$ cat config.mk
export PLATFORM = sky130hd
export DESIGN_NAME = soc_tick_cap_flat
export DESIGN_NICKNAME = d
export VERILOG_FILES = /design/src/rtl/soc_tick_cap_pkg.sv /design/src/rtl/soc_tick_cap_if.sv /design/src/rtl/soc_tick_cap_fifo.sv /design/src/rtl/soc_tick_cap.sv /design/src/flat_wrapper.sv
export SDC_FILE = /design/constraint.sdc
export NUM_CORES = 1
export LEC_CHECK = 0
export CAP_MARGIN = 20
export CORE_MARGIN = 4
export CORE_UTILIZATION = 40
export CTS_CLUSTER_DIAMETER = 60
export DETAILED_ROUTE_END_ITERATION = 8
export RECOVER_POWER = 50
export SETUP_SLACK_MARGIN = 0.4
export SLEW_MARGIN = 30
export SYNTH_ARGS = -nofsm -noshare
export SYNTH_HDL_FRONTEND = slang
export SYNTH_SLANG_ARGS = --single-unit
$ cat constraint.sdc
create_clock -name clk -period 13.3 [get_ports clk]
set_input_delay 1.995 -clock clk [delete_from_list [all_inputs] [get_ports clk]]
set_output_delay 1.995 -clock clk [all_outputs]
set_load 0.005 [all_outputs]
$ cat src/rtl/soc_tick_cap_pkg.sv
// Shared register map, CSR bit positions and EVT word layout for the tick capture block.
package soc_tick_cap_pkg;

  localparam logic [3:0] AddrCsr = 4'h0;
  localparam logic [3:0] AddrNow = 4'h1;
  localparam logic [3:0] AddrEvt = 4'h2;
  localparam int unsigned AddrCntBase = 4;

  localparam int unsigned CsrEnBit  = 0;
  localparam int unsigned CsrClrBit = 1;
  localparam int unsigned CsrOvfBit = 2;
  localparam int unsigned CsrLvlLsb = 8;
  localparam int unsigned CsrLvlW   = 8;

  localparam int unsigned EvtValidBit = 31;
  localparam int unsigned EvtSrcLsb   = 24;
  localparam int unsigned EvtSrcW     = 4;

  // Timestamp arrives zero-extended to 24 bits so the helper is width-independent.
  function automatic logic [31:0] evt_word(logic [EvtSrcW-1:0] src, logic [23:0] ts);
    logic [31:0] w;
    w = 32'(ts);
    w[EvtSrcLsb +: EvtSrcW] = src;
    w[EvtValidBit] = 1'b1;
    return w;
  endfunction

endpackage

$ cat src/rtl/soc_tick_cap_if.sv
// Register bus between a host and soc_tick_cap: two-cycle transfers, one-cycle ack.
interface soc_tick_cap_if;
  logic [3:0]  wb_addr;
  logic [31:0] wb_rdata;
  logic [31:0] wb_wdata;
  logic [3:0]  wb_wmsk;
  logic        wb_we;
  logic        wb_cyc;
  logic        wb_ack;

  modport master (
    output wb_addr, wb_wdata, wb_wmsk, wb_we, wb_cyc,
    input  wb_rdata, wb_ack
  );

  modport slave (
    input  wb_addr, wb_wdata, wb_wmsk, wb_we, wb_cyc,
    output wb_rdata, wb_ack
  );
endinterface

$ cat src/rtl/soc_tick_cap_fifo.sv
// Synchronous event FIFO with level and full/empty flags; storage itself is not reset.
module soc_tick_cap_fifo #(
  parameter int unsigned Width = 28,
  parameter int unsigned AddrW = 4
) (
  input  logic             clk_i,
  input  logic             rst_i,
  input  logic             clear_i,
  input  logic             push_i,
  input  logic [Width-1:0] wdata_i,
  input  logic             pop_i,
  output logic [Width-1:0] rdata_o,
  output logic [AddrW:0]   level_o,
  output logic             full_o,
  output logic             empty_o
);
  localparam int unsigned Depth = 2 ** AddrW;
  localparam logic [AddrW:0] PtrOne = {{AddrW{1'b0}}, 1'b1};

  logic [Width-1:0] mem_q [Depth];
  logic [AddrW:0]   wptr_q, wptr_d, rptr_q, rptr_d;
  logic             push_ok, pop_ok;

  assign level_o = wptr_q - rptr_q;
  assign empty_o = (wptr_q == rptr_q);
  assign full_o  = level_o[AddrW];
  assign pop_ok  = pop_i & ~empty_o;
  // A pop frees the slot in the same cycle, so a full FIFO still accepts a concurrent push.
  assign push_ok = push_i & (~full_o | pop_ok);
  assign rdata_o = mem_q[rptr_q[AddrW-1:0]];

  always_comb begin
    wptr_d = wptr_q;
    rptr_d = rptr_q;
    if (clear_i) begin
      wptr_d = '0;
      rptr_d = '0;
    end else begin
      if (push_ok) wptr_d = wptr_q + PtrOne;
      if (pop_ok)  rptr_d = rptr_q + PtrOne;
    end
  end

  always_ff @(posedge clk_i or posedge rst_i) begin
    if (rst_i) begin
      wptr_q <= '0;
      rptr_q <= '0;
    end else begin
      wptr_q <= wptr_d;
      rptr_q <= rptr_d;
    end
  end

  always_ff @(posedge clk_i) begin
    if (push_ok && !clear_i) mem_q[wptr_q[AddrW-1:0]] <= wdata_i;
  end

endmodule

$ cat src/rtl/soc_tick_cap.sv
// Timestamps single-cycle tick strobes into an event FIFO readable over a small register bus.
// Per-source tick counters exist only when SOC_TICK_CAP_COUNTERS_EN is defined.
module soc_tick_cap
  import soc_tick_cap_pkg::*;
#(
  parameter int unsigned N       = 3,
  parameter int unsigned FIFO_AW = 4,
  parameter int unsigned TSW     = 24
) (
  input  logic          clk,
  input  logic          rst,
  input  logic [N-1:0]  tick,
  soc_tick_cap_if.slave wb
);
  localparam int unsigned FifoW = EvtSrcW + TSW;
  localparam logic [TSW-1:0] NowOne = {{(TSW-1){1'b0}}, 1'b1};

  logic                  ack_q, ack_d, en_q, en_d, ovf_q, ovf_d;
  logic [TSW-1:0]        now_q, now_d;
  logic [N-1:0]          pend_q, pend_d;
  logic [N-1:0][TSW-1:0] ts_q, ts_d;

  logic               bus_wr, bus_rd, csr_wr, fifo_clr, pop, push_ok, found;
  logic [N-1:0]       tick_en, tick_cap, grant;
  logic [EvtSrcW-1:0] grant_src;
  logic [TSW-1:0]     grant_ts;
  logic [FifoW-1:0]   head;
  logic [FIFO_AW:0]   level;
  logic               full, empty;
  logic [31:0]        rdata, cnt_rdata;
  logic               unused_bits;

  // Side effects fire only in the ack cycle, once per transfer.
  assign ack_d    = wb.wb_cyc & ~ack_q;
  assign bus_wr   = ack_q & wb.wb_we;
  assign bus_rd   = ack_q & ~wb.wb_we;
  assign csr_wr   = bus_wr & (wb.wb_addr == AddrCsr);
  assign fifo_clr = csr_wr & wb.wb_wdata[CsrClrBit];
  assign pop      = bus_rd & (wb.wb_addr == AddrEvt);
  assign tick_en  = tick & {N{en_q}};
  assign tick_cap = tick_en & ~{N{fifo_clr}};
  assign unused_bits = ^{wb.wb_wdata[31:3], wb.wb_wmsk[3:1]};

  always_comb begin
    grant     = '0;
    grant_src = '0;
    grant_ts  = '0;
    found     = 1'b0;
    for (int unsigned i = 0; i < N; i++) begin
      if (pend_q[i] && !found) begin
        found     = 1'b1;
        grant[i]  = 1'b1;
        grant_src = EvtSrcW'(i);
        grant_ts  = ts_q[i];
      end
    end
  end

  assign push_ok = found & ~fifo_clr & (~full | (pop & ~empty));

  always_comb begin
    en_d   = en_q;
    ovf_d  = ovf_q;
    now_d  = now_q + NowOne;
    pend_d = pend_q;
    ts_d   = ts_q;
    if (csr_wr) begin
      if (wb.wb_wmsk[0]) en_d = wb.wb_wdata[CsrEnBit];
      if (wb.wb_wdata[CsrOvfBit]) ovf_d = 1'b0;
    end
    if (push_ok) pend_d = pend_q & ~grant;
    // A tick on a still-pending source is lost; a new overflow beats a same-cycle W1C.
    for (int unsigned i = 0; i < N; i++) begin
      if (tick_cap[i]) begin
        if (pend_q[i]) begin
          ovf_d = 1'b1;
        end else begin
          pend_d[i] = 1'b1;
          ts_d[i]   = now_q;
        end
      end
    end
    if (fifo_clr) pend_d = '0;
  end

  always_ff @(posedge clk or posedge rst) begin
    if (rst) begin
      ack_q  <= 1'b0;
      en_q   <= 1'b0;
      ovf_q  <= 1'b0;
      now_q  <= '0;
      pend_q <= '0;
      ts_q   <= '0;
    end else begin
      ack_q  <= ack_d;
      en_q   <= en_d;
      ovf_q  <= ovf_d;
      now_q  <= now_d;
      pend_q <= pend_d;
      ts_q   <= ts_d;
    end
  end

  soc_tick_cap_fifo #(
    .Width (FifoW),
    .AddrW (FIFO_AW)
  ) u_fifo (
    .clk_i   (clk),
    .rst_i   (rst),
    .clear_i (fifo_clr),
    .push_i  (push_ok),
    .wdata_i ({grant_src, grant_ts}),
    .pop_i   (pop),
    .rdata_o (head),
    .level_o (level),
    .full_o  (full),
    .empty_o (empty)
  );

`ifdef SOC_TICK_CAP_COUNTERS_EN
  logic [N-1:0][15:0] cnt_q, cnt_d;

  always_comb begin
    cnt_d     = cnt_q;
    cnt_rdata = '0;
    for (int unsigned i = 0; i < N; i++) begin
      if (32'(wb.wb_addr) == AddrCntBase + i) cnt_rdata = 32'(cnt_q[i]);
      // Clear-write wins over a same-cycle tick.
      if (bus_wr && (32'(wb.wb_addr) == AddrCntBase + i)) begin
        cnt_d[i] = '0;
      end else if (tick_en[i] && (cnt_q[i] != 16'hffff)) begin
        cnt_d[i] = cnt_q[i] + 16'd1;
      end
    end
  end

  always_ff @(posedge clk or posedge rst) begin
    if (rst) cnt_q <= '0;
    else     cnt_q <= cnt_d;
  end
`else
  assign cnt_rdata = '0;
`endif

  always_comb begin
    rdata = '0;
    if (ack_q) begin
      case (wb.wb_addr)
        AddrCsr: begin
          rdata[CsrEnBit]                = en_q;
          rdata[CsrOvfBit]               = ovf_q;
          rdata[CsrLvlLsb +: CsrLvlW]    = CsrLvlW'(level);
        end
        AddrNow: rdata = 32'(now_q);
        AddrEvt: if (!empty) rdata = evt_word(head[TSW +: EvtSrcW], 24'(head[TSW-1:0]));
        default: rdata = cnt_rdata;
      endcase
    end
  end

  assign wb.wb_ack   = ack_q;
  assign wb.wb_rdata = rdata;

endmodule
$ cat src/flat_wrapper.sv
// flat-port wrapper written by rule: the top's interface ports become plain ports
module soc_tick_cap_flat import soc_tick_cap_pkg::*;
#(
  parameter int unsigned N       = 3,
  parameter int unsigned FIFO_AW = 4,
  parameter int unsigned TSW     = 24
)
  (clk, rst, tick, wb_wb_addr, wb_wb_wdata, wb_wb_wmsk, wb_wb_we, wb_wb_cyc, wb_wb_rdata, wb_wb_ack);
  soc_tick_cap_if wb_i ();
  input  logic clk;
  input  logic rst;
  input  logic [N-1:0] tick;
  input wire logic [$bits(wb_i.wb_addr)-1:0] wb_wb_addr;
  input wire logic [$bits(wb_i.wb_wdata)-1:0] wb_wb_wdata;
  input wire logic [$bits(wb_i.wb_wmsk)-1:0] wb_wb_wmsk;
  input wire logic [$bits(wb_i.wb_we)-1:0] wb_wb_we;
  input wire logic [$bits(wb_i.wb_cyc)-1:0] wb_wb_cyc;
  output wire logic [$bits(wb_i.wb_rdata)-1:0] wb_wb_rdata;
  output wire logic [$bits(wb_i.wb_ack)-1:0] wb_wb_ack;
  assign wb_i.wb_addr = wb_wb_addr;
  assign wb_i.wb_wdata = wb_wb_wdata;
  assign wb_i.wb_wmsk = wb_wb_wmsk;
  assign wb_i.wb_we = wb_wb_we;
  assign wb_i.wb_cyc = wb_wb_cyc;
  assign wb_wb_rdata = wb_i.wb_rdata;
  assign wb_wb_ack = wb_i.wb_ack;
  soc_tick_cap #(.N(N), .FIFO_AW(FIFO_AW), .TSW(TSW)) u_core (.clk(clk), .rst(rst), .tick(tick), .wb(wb_i));
endmodule
==> results.cfg, run 1 <==
[synth]
ys_ff_latch = 528
ys_types = 60
syn_area_per_cell_sq_um = 16.7
syn_area_sq_um = 21800
synthArstFlopShare_pct = 21.2
yosysSeqAreaShare_pct = 70.0
yosysWarningCount = 0
synth-edff-count = 416
yosysTopAreaCell = edfxtp_1
synthCells = 1312
synthFlopType = edfxtp_1
synth_top_area_share_pct = 57.2
synthTopCellsByArea = edfxtp_1 (57%), dfrtp_1 (13%), mux4_2 (10%), nand2_1 (2.9%), mux2_2 (2.8%)

[routing]
drtIter0Drc = 1149
antenna_left = 0
drt_wl_total_mm = 54.0
first_pass_iters = 5
avgRoutedWirePerCell_um = 25.5
via_count = 11900
drc = 0
routed_via_density = 5.61

[cts]
cts_resized = 0
cts_sinks = 528
cts_root_buf = clkbuf_16
post_cts_buffers = 0
cts_max_level = 2
clk_path_buf_depth = 3
cts_hold_buf = 0
cts_made_buffers = 52
cts_tree = yes
insertion_delay_ps = 570
clk_pin_slew_ps = 60

[sta]
slew_violations = 178
tightest_slew_ps = 3450
final_hold_viol_count = 0
finalCritPeriodShare_pct = 54.0
finalSetupViolCount = 0
slew_headroom_pct = -130
rsz0062_at_grt = false
fmax_mhz = 139
worst_slack_ps = 6110
setup_tns_ps = 0
skew_ps = 18.2
min_period_ps = 7190

[min_path]
hold_path_class = flip-flop to flip-flop
hold_depth = 1
min_to = u_core.ts_q[7]
min-delay-start = u_core.ts_q[7]

[worst_setup_path]
path_class = primary input to output pin
path_cells = clkdlybuf4s50_1 > nor4_1 > a22oi_1 > a31oi_1 > clkdlybuf4s50_1
reg2regPathDepth = 8
rr_startpoint = u_core.pend_q[1]
slowest_delay_ps = 1420
cp-startpoint = wb_wb_addr[3]
path_common_cell = clkdlybuf4s50_1
cp_slowest_cell = nor4_1
worstPathRequired_ps = 11310
cp_max_fo = 6
r2r-end = u_core.u_fifo.mem_q[15][7]
crit_path_end_kind = output pin
reg2reg_slack_ps = 8340
arrival_ps = 5190
cp-start-kind = primary input

[floorplan]
fp.dieArea_sq_um = 58400
die_y_um = 242
core_area_sq_um = 53900
row_count = 85
chipWidth_um = 242
ios = 80
start_util_pct = 40.5

[global_route]
antenna_found_initial = 0
grt_pass1_vias = 11800
track_usage_pct = 18.2
grt_overflow_total = 0
grt_max_degree = 110
grt_pass1_wl_mm = 79.8

[placed_design]
place_ws_ps = 6320
routabilityCongestion = 0.763
dp_hpwl_mm = 29.1
place_area_sq_um = 23300
io_buffers = 42

[layout]
n_antenna_cell = 0
mostFrequentLayoutCell = edfxtp_1
layout_common_cells = edfxtp_1 (416), nand2_1 (167), dfrtp_1 (106)
drive_above_1_share_pct = 21.5
stdcell_area_sq_um = 24800
fin_nets = 1441
syn2layout_area_growth_pct = 13.7
fin_util_pct = 46.1
fillers = 4597

[power]
clockPowerShare_pct = 33.5
ir_worst_vdd_mv = 0.107
power_density_nw_per_um2 = 175
p_sw_share_pct = 27.4
power_frac_seq_pct = 47.8
internal-power_mw = 3.15
p_comb_share_pct = 18.7
leakagePower_nw = 8.67
p_total_mw = 4.34
p_sw_mw = 1.19

[outcome]
violations = capacitance limit, slew limit
status = finished with violations

[run]
maxCapViolCount = 4
## worst max-delay path: cells and delay by family
| kind | cells | cell delay (ps) |
|---|---|---|
| AO/OA/AOI/OAI | 2 | 620 |
| AND/OR/NAND/NOR | 1 | 1420 |
| buffers and inverters | 2 | 1150 |
## synthesized netlist by cell type (8+ instances only)
master,instances
mux2i_1,10
nand3_1,65
nor2_1,47
clkbuf_1,34
edfxtp_1,416
a21oi_1,35
nor3_1,11
dfrtp_1,112
buf_2,29
a211oi_1,11
nand4_1,8
a32o_1,22
nand2_1,167
xnor2_1,19
mux4_2,100
mux2_2,55
ha_1,10
mux2_1,19
buf_6,12
o21ai_0,33
inv_1,11
## metal layers
| metal | vias to the layer above | share of wire, % | global-route usage (%) | wire (um) |
|---|---|---|---|---|
| met3 | 53 | 6.9 | 2.80 | 3740 |
| li1 | 5207 | - | - | - |
| met2 | 396 | 49 | 30.2 | 26600 |
| met5 | - | 0 | 0 | 0 |
| met1 | 6251 | 42 | 25.8 | 22700 |
| met4 | 0 | 1.6 | 3.76 | 873 |
## worst max path at each step
stage | to | slack [ps] | depth (start not counted)
3_5_place_dp | wb_wb_rdata[9] | 6320 | 7
6_report | wb_wb_rdata[11] | 6110 | 5
4_1_cts | wb_wb_rdata[9] | 6300 | 7
3_3_place_gp | wb_wb_rdata[14] | 5940 | 5
5_1_grt | u_core.ts_q[48] | 5520 | 3
2_1_floorplan | u_core.u_fifo.mem_q[12][0] | 7180 | 5
## state kept, by name, indices dropped and copies added (netlist names)
name / count
u_core.u_fifo.rptr_q: 5
u_core.wb.wb_ack: 1
u_core.u_fifo.mem_q: 416
u_core.u_fifo.wptr_q: 5
u_core.en_q: 1
u_core.pend_q: 3
u_core.now_q: 24
u_core.ovf_q: 1
u_core.ts_q: 72
## logic make-up after synthesis
family / count (synthesis) / synth area share (%)
flip-flops: 528 / 70.0
multiplexers: 184 / 14.6
other: 1 / 0.0172
buffers and inverters: 101 / 2.49
XOR/XNOR: 27 / 1.12
AO/OA/AOI/OAI: 116 / 3.55
adder cells (fa/ha/maj): 11 / 0.664
AND/OR/NAND/NOR: 344 / 7.58
## through the flow
stage / hold WS, ps / std cells
floorplan: 448 / 1316
global placement: 473 / 2024
detailed placement: 481 / 2024
CTS: 495 / 2120
global route: 509 / 2121
finish: 492 / 2121
## power by group through the flow
stage          clock [mW]  combinational [mW]  sequential [mW]
6_report             1.45               0.809             2.07
5_1_grt              1.55               0.878             2.09
4_1_cts              1.48               0.827             2.07
3_5_place_dp            0               0.824             2.11
3_3_place_gp            0               0.809             2.10
2_1_floorplan           0               0.568             2.08
## cell type report
cell class,count,area [sq um],share of cell area [%]
multi-input combinational,687,6130,24.7
timing repair buffer,102,802,3.23
tap,696,871,3.50
clock inverter,28,254,1.02
sequential,528,15300,61.6
clock buffer,68,1430,5.77
inverter,12,46.3,0.186
Note: power is estimated with default switching activity, not from simulation.
==> inputs of run 2 (changes only) <==
==> constraint.sdc (replaced) <==
create_clock -name clk -period 7.4 [get_ports clk]
set_input_delay 1.11 -clock clk [delete_from_list [all_inputs] [get_ports clk]]
set_output_delay 1.11 -clock clk [all_outputs]
set_load 0.005 [all_outputs]
==> run 2 against run 1 <==
- hold slack got worse by 1.9 ps
- count of clock-buffer cells in the layout increased by 19
- register-to-register slack got worse by 5800 ps
- cell count increased by 0.38%
- total power increased by 81%
- critical path type is now flip-flop to output pin
- routed wire length decreased by 0.67%
- the run still ends with capacitance limit, slew limit left
- flip-flop and latch count unchanged
- utilization increased by 0.21 points
- sequential power increased by 83%
- cell area increased by 0.46%
- die area unchanged
==> results.cfg, run 2 (same netlist as run 1, synthesis figures left out) <==
[cts]
insertion_delay_ps = 610
clk_path_buf_depth = 3
cts_hold_buf = 0
post_cts_buffers = 0
cts_sinks = 528
cts_root_buf = clkbuf_16
cts_made_buffers = 53
cts_resized = 0
clk_pin_slew_ps = 60
cts_max_level = 2
cts_tree = yes

[worst_setup_path]
crit_path_end_kind = output pin
cp_max_fo = 61
cp-start-kind = flip-flop
worstPathRequired_ps = 6290
arrival_ps = 4690
path_class = flip-flop to output pin

[routing]
avgRoutedWirePerCell_um = 25.2
first_pass_iters = 5
via_count = 12000
drt_wl_total_mm = 53.6
routed_via_density = 5.65
drc = 0
drtIter0Drc = 1232
antenna_left = 0

[global_route]
grt_overflow_total = 0
antenna_found_initial = 0
track_usage_pct = 18.3
grt_pass1_vias = 12100
grt_max_degree = 67
grt_pass1_wl_mm = 80.8

[sta]
rsz0062_at_grt = false
fmax_mhz = 172
tightest_slew_ps = 2840
slew_headroom_pct = -89.6
finalSetupViolCount = 0
worst_slack_ps = 1600
slew_violations = 104
skew_ps = 26.2
timing.hold.ws_ps = 490
setup_tns_ps = 0
final_hold_viol_count = 0
finalCritPeriodShare_pct = 78.4
min_period_ps = 5800

[layout]
mostFrequentLayoutCell = edfxtp_1
drive_above_1_share_pct = 21.8
fin_nets = 1446
largest_reg_flops = 416
fillers = 4545
stdcell_area_sq_um = 25000
regArea_sq_um = 15300
multi_input_area_sq_um = 6130
n_antenna_cell = 0
layout_common_cells = edfxtp_1 (416), nand2_1 (167), dfrtp_1 (106)
syn2layout_area_growth_pct = 14.3

[placed_design]
place_area_sq_um = 23300
place_ws_ps = 2200
io_buffers = 42
routabilityCongestion = 0.761
dp_hpwl_mm = 29.8

[power]
leakagePower_nw = 8.72
power_density_nw_per_um2 = 315
ir_worst_vdd_mv = 0.182
p_total_mw = 7.86

[floorplan]
fp.dieArea_sq_um = 58400
core_area_sq_um = 53900
ios = 80
chipWidth_um = 242
start_util_pct = 40.5
row_count = 85
die_y_um = 242

[outcome]
status = finished with violations
violations = capacitance limit, slew limit

[min_path]
hold_path_class = flip-flop to flip-flop

[run]
maxCapViolCount = 2
[run 2: changes by cell type in the layout (fill, tap and decap cells not counted), sizes merged]
cell	previous run	this run
inv	14	12
clkinvlp	2	1
clkinv	20	12
buf	33	37
bufinv	4	0
clkbuf	95	114
[run 2: path summary, 6_finish.rpt]
kind	startpoint	endpoint	slack, ps	cells past startpoint
max	u_core.u_fifo.rptr_q[1]	wb_wb_rdata[9]	1600	8
min	u_core.ts_q[6]	u_core.ts_q[6]	490	1
max reg2reg	u_core.pend_q[1]	u_core.u_fifo.mem_q[8][22]	2530	7
min reg2reg	u_core.ts_q[6]	u_core.ts_q[6]	490	1
max in group asynchronous	rst	u_core.now_q[5]	4340	3
min in group asynchronous	rst	u_core.ts_q[11]	1630	2
[run 2: layer usage]
metal	vias up	track usage, %	part of all wire [%]
li1	5203	-	-
met3	83	2.32	5.2
met2	340	29.4	48
met1	6399	26.7	45
met4	0	4.81	2.1
met5	-	0	0
[run 2: report_power, final]
group | internal, mW | leakage (nW) | switching (mW)
Combinational | 0.539 | 2.47 | 0.846
Sequential | 3.61 | 5.37 | 0.173
Clock | 1.57 | 0.879 | 1.12
Total | 5.72 | 8.72 | 2.14
[run 2: final cells by class]
class	count	area share, %
timing repair buffer	106	3.30
tap	696	3.49
clock inverter	13	0.301
clock buffer	87	6.82
sequential	528	61.3
inverter	12	0.185
multi-input combinational	687	24.6
[run 2: stage by stage]
stage,util (%),cells
2_1_floorplan,-,1316
3_3_place_gp,43.1,2028
3_5_place_dp,43.1,2028
4_1_cts,46.4,2128
5_1_grt,46.3,2129
6_report,46.3,2129
[run 2: critical path: stages (launching register included)]
cell and delay [ps]:
dfrtp_4 1060, inv_1 370, ha_1 400, nand4_1 230
o211ai_4 460, inv_1 360, buf_4 330, a32o_1 340
clkdlybuf4s50_1 490
==> inputs of run 3 (changes only) <==
==> constraint.sdc (replaced) <==
create_clock -name clk -period 5.9 [get_ports clk]
set_input_delay 0.885 -clock clk [delete_from_list [all_inputs] [get_ports clk]]
set_output_delay 0.885 -clock clk [all_outputs]
set_load 0.005 [all_outputs]
==> run 3 against run 2 <==
- the flow still finishes with violations (capacitance limit, slew limit)
- total power up 25%
- utilization down 0.18 points
- non-clock buffer count down 5
- count of clock-buffer cells in the layout down 12
- combinational power up 24%
- routed wire length up 1.6%
- via count down 0.58%
- critical path type unchanged
==> results.cfg, run 3 (same netlist as run 1, synthesis figures left out) <==
[outcome]
status = finished with violations
violations = capacitance limit, slew limit

[worst_setup_path]
arrival_ps = 4070
path_common_cell = a21oi_1
reg2reg_slack_ps = 1650
critPathBufInv = 2
cp_slowest_cell = dfrtp_2
crit_path_end_kind = output pin
cp-start-kind = flip-flop
slowest_delay_ps = 860
worstPathRequired_ps = 5020
path_class = flip-flop to output pin
crit_family = flip-flops
path_cells = clkinv_1 > ha_1 > nand2b_1 > a21oi_1 > xnor2_1 > a22oi_1 > a21oi_1 > clkdlybuf4s50_1
worst-path-stages = 8
cp_max_fo = 28
reg2regPathDepth = 7

[layout]
mostFrequentLayoutCell = edfxtp_1
stdcell_area_sq_um = 24900
multi_input_area_sq_um = 6130
regArea_sq_um = 15300
largest_reg_flops = 416
layout_common_cells = edfxtp_1 (416), nand2_1 (167), dfrtp_1 (107)
fin_nets = 1440
drive_above_1_share_pct = 21.2
syn2layout_area_growth_pct = 13.8
fillers = 4598
fin_util_pct = 46.1

[power]
power_density_nw_per_um2 = 394
leakagePower_nw = 8.66
ir_worst_vdd_mv = 0.215

[cts]
cts_made_buffers = 52
clk_pin_slew_ps = 60
cts_tree = yes
clk_path_buf_depth = 3
cts_hold_buf = 0
cts_root_buf = clkbuf_16
post_cts_buffers = 0
cts_max_level = 2
insertion_delay_ps = 600
cts_resized = 0
cts_sinks = 528

[sta]
slew_violations = 129
finalCritPeriodShare_pct = 84.0
setup_tns_ps = 0
finalSetupViolCount = 0
final_hold_viol_count = 0
rsz0062_at_grt = false
tightest_slew_ps = 3350
skew_ps = 16.9
timing.hold.ws_ps = 493
slew_headroom_pct = -125
min_period_ps = 4960
fmax_mhz = 202

[routing]
drc = 0
via_count = 12000
routed_via_density = 5.63
avgRoutedWirePerCell_um = 25.7
drt_wl_total_mm = 54.5
first_pass_iters = 5
drtIter0Drc = 1161
antenna_left = 0

[floorplan]
row_count = 85
core_area_sq_um = 53900
fp.dieArea_sq_um = 58400
die_y_um = 242
chipWidth_um = 242
ios = 80
start_util_pct = 40.5

[min_path]
hold_depth = 1
hold_path_class = flip-flop to flip-flop

[global_route]
grt_max_degree = 73
grt_overflow_total = 0
track_usage_pct = 18.6
grt_pass1_wl_mm = 80.7
grt_pass1_vias = 12000
antenna_found_initial = 1

[placed_design]
io_buffers = 42
dp_hpwl_mm = 30.1
place_area_sq_um = 23200
routabilityCongestion = 0.762

[run]
maxCapViolCount = 2
run 3: per-layer routing:
layer	track usage, %	wire length (um)	vias up
li1	-	-	5195
met1	25.7	23600	6333
met2	30.1	26300	340
met3	2.85	2770	85
met4	6.88	1850	2
met5	0	7	-
run 3: per-stage QoR:
step           instances  worst slack (ps)  power, mW
6_report            2122               944       9.81
5_1_grt             2120               781       10.2
4_1_cts             2120               918       9.91
3_5_place_dp        2024              1250       6.59
3_3_place_gp        2024              1280       6.54
2_1_floorplan       1316               476       5.97
run 3: area by class of cell:
cell class	count	share of cell area [%]
Multi-Input combinational cell	687	24.7
Inverter	12	0.186
Antenna cell	2	0.0201
Clock buffer	75	6.03
Timing Repair Buffer	101	3.12
Sequential cell	528	61.6
Clock inverter	21	0.901
Tap cell	696	3.50
run 3: worst paths after layout:
path,end,startpoint
setup / recovery,wb_wb_rdata[12],u_core.u_fifo.rptr_q[2]
hold / removal,u_core.ts_q[6],u_core.ts_q[6]
setup reg to reg,u_core.u_fifo.mem_q[10][8],u_core.pend_q[1]
hold reg to reg,u_core.ts_q[6],u_core.ts_q[6]
max in group asynchronous,u_core.ts_q[13],rst
min in group asynchronous,u_core.ts_q[9],rst
run 3: worst register-to-register path, delay by kind of cell (launching register included):
kind          cells  cell delay (ps)
buf+inv           2              670
simple gates      4             1260
mux               1              230
flops             1             1740
run 3: where the power goes:
group	total (mW)	internal [mW]	switching (mW)
sequential	4.75	4.53	0.222
combinational	1.73	0.669	1.06
clock	3.33	1.94	1.39
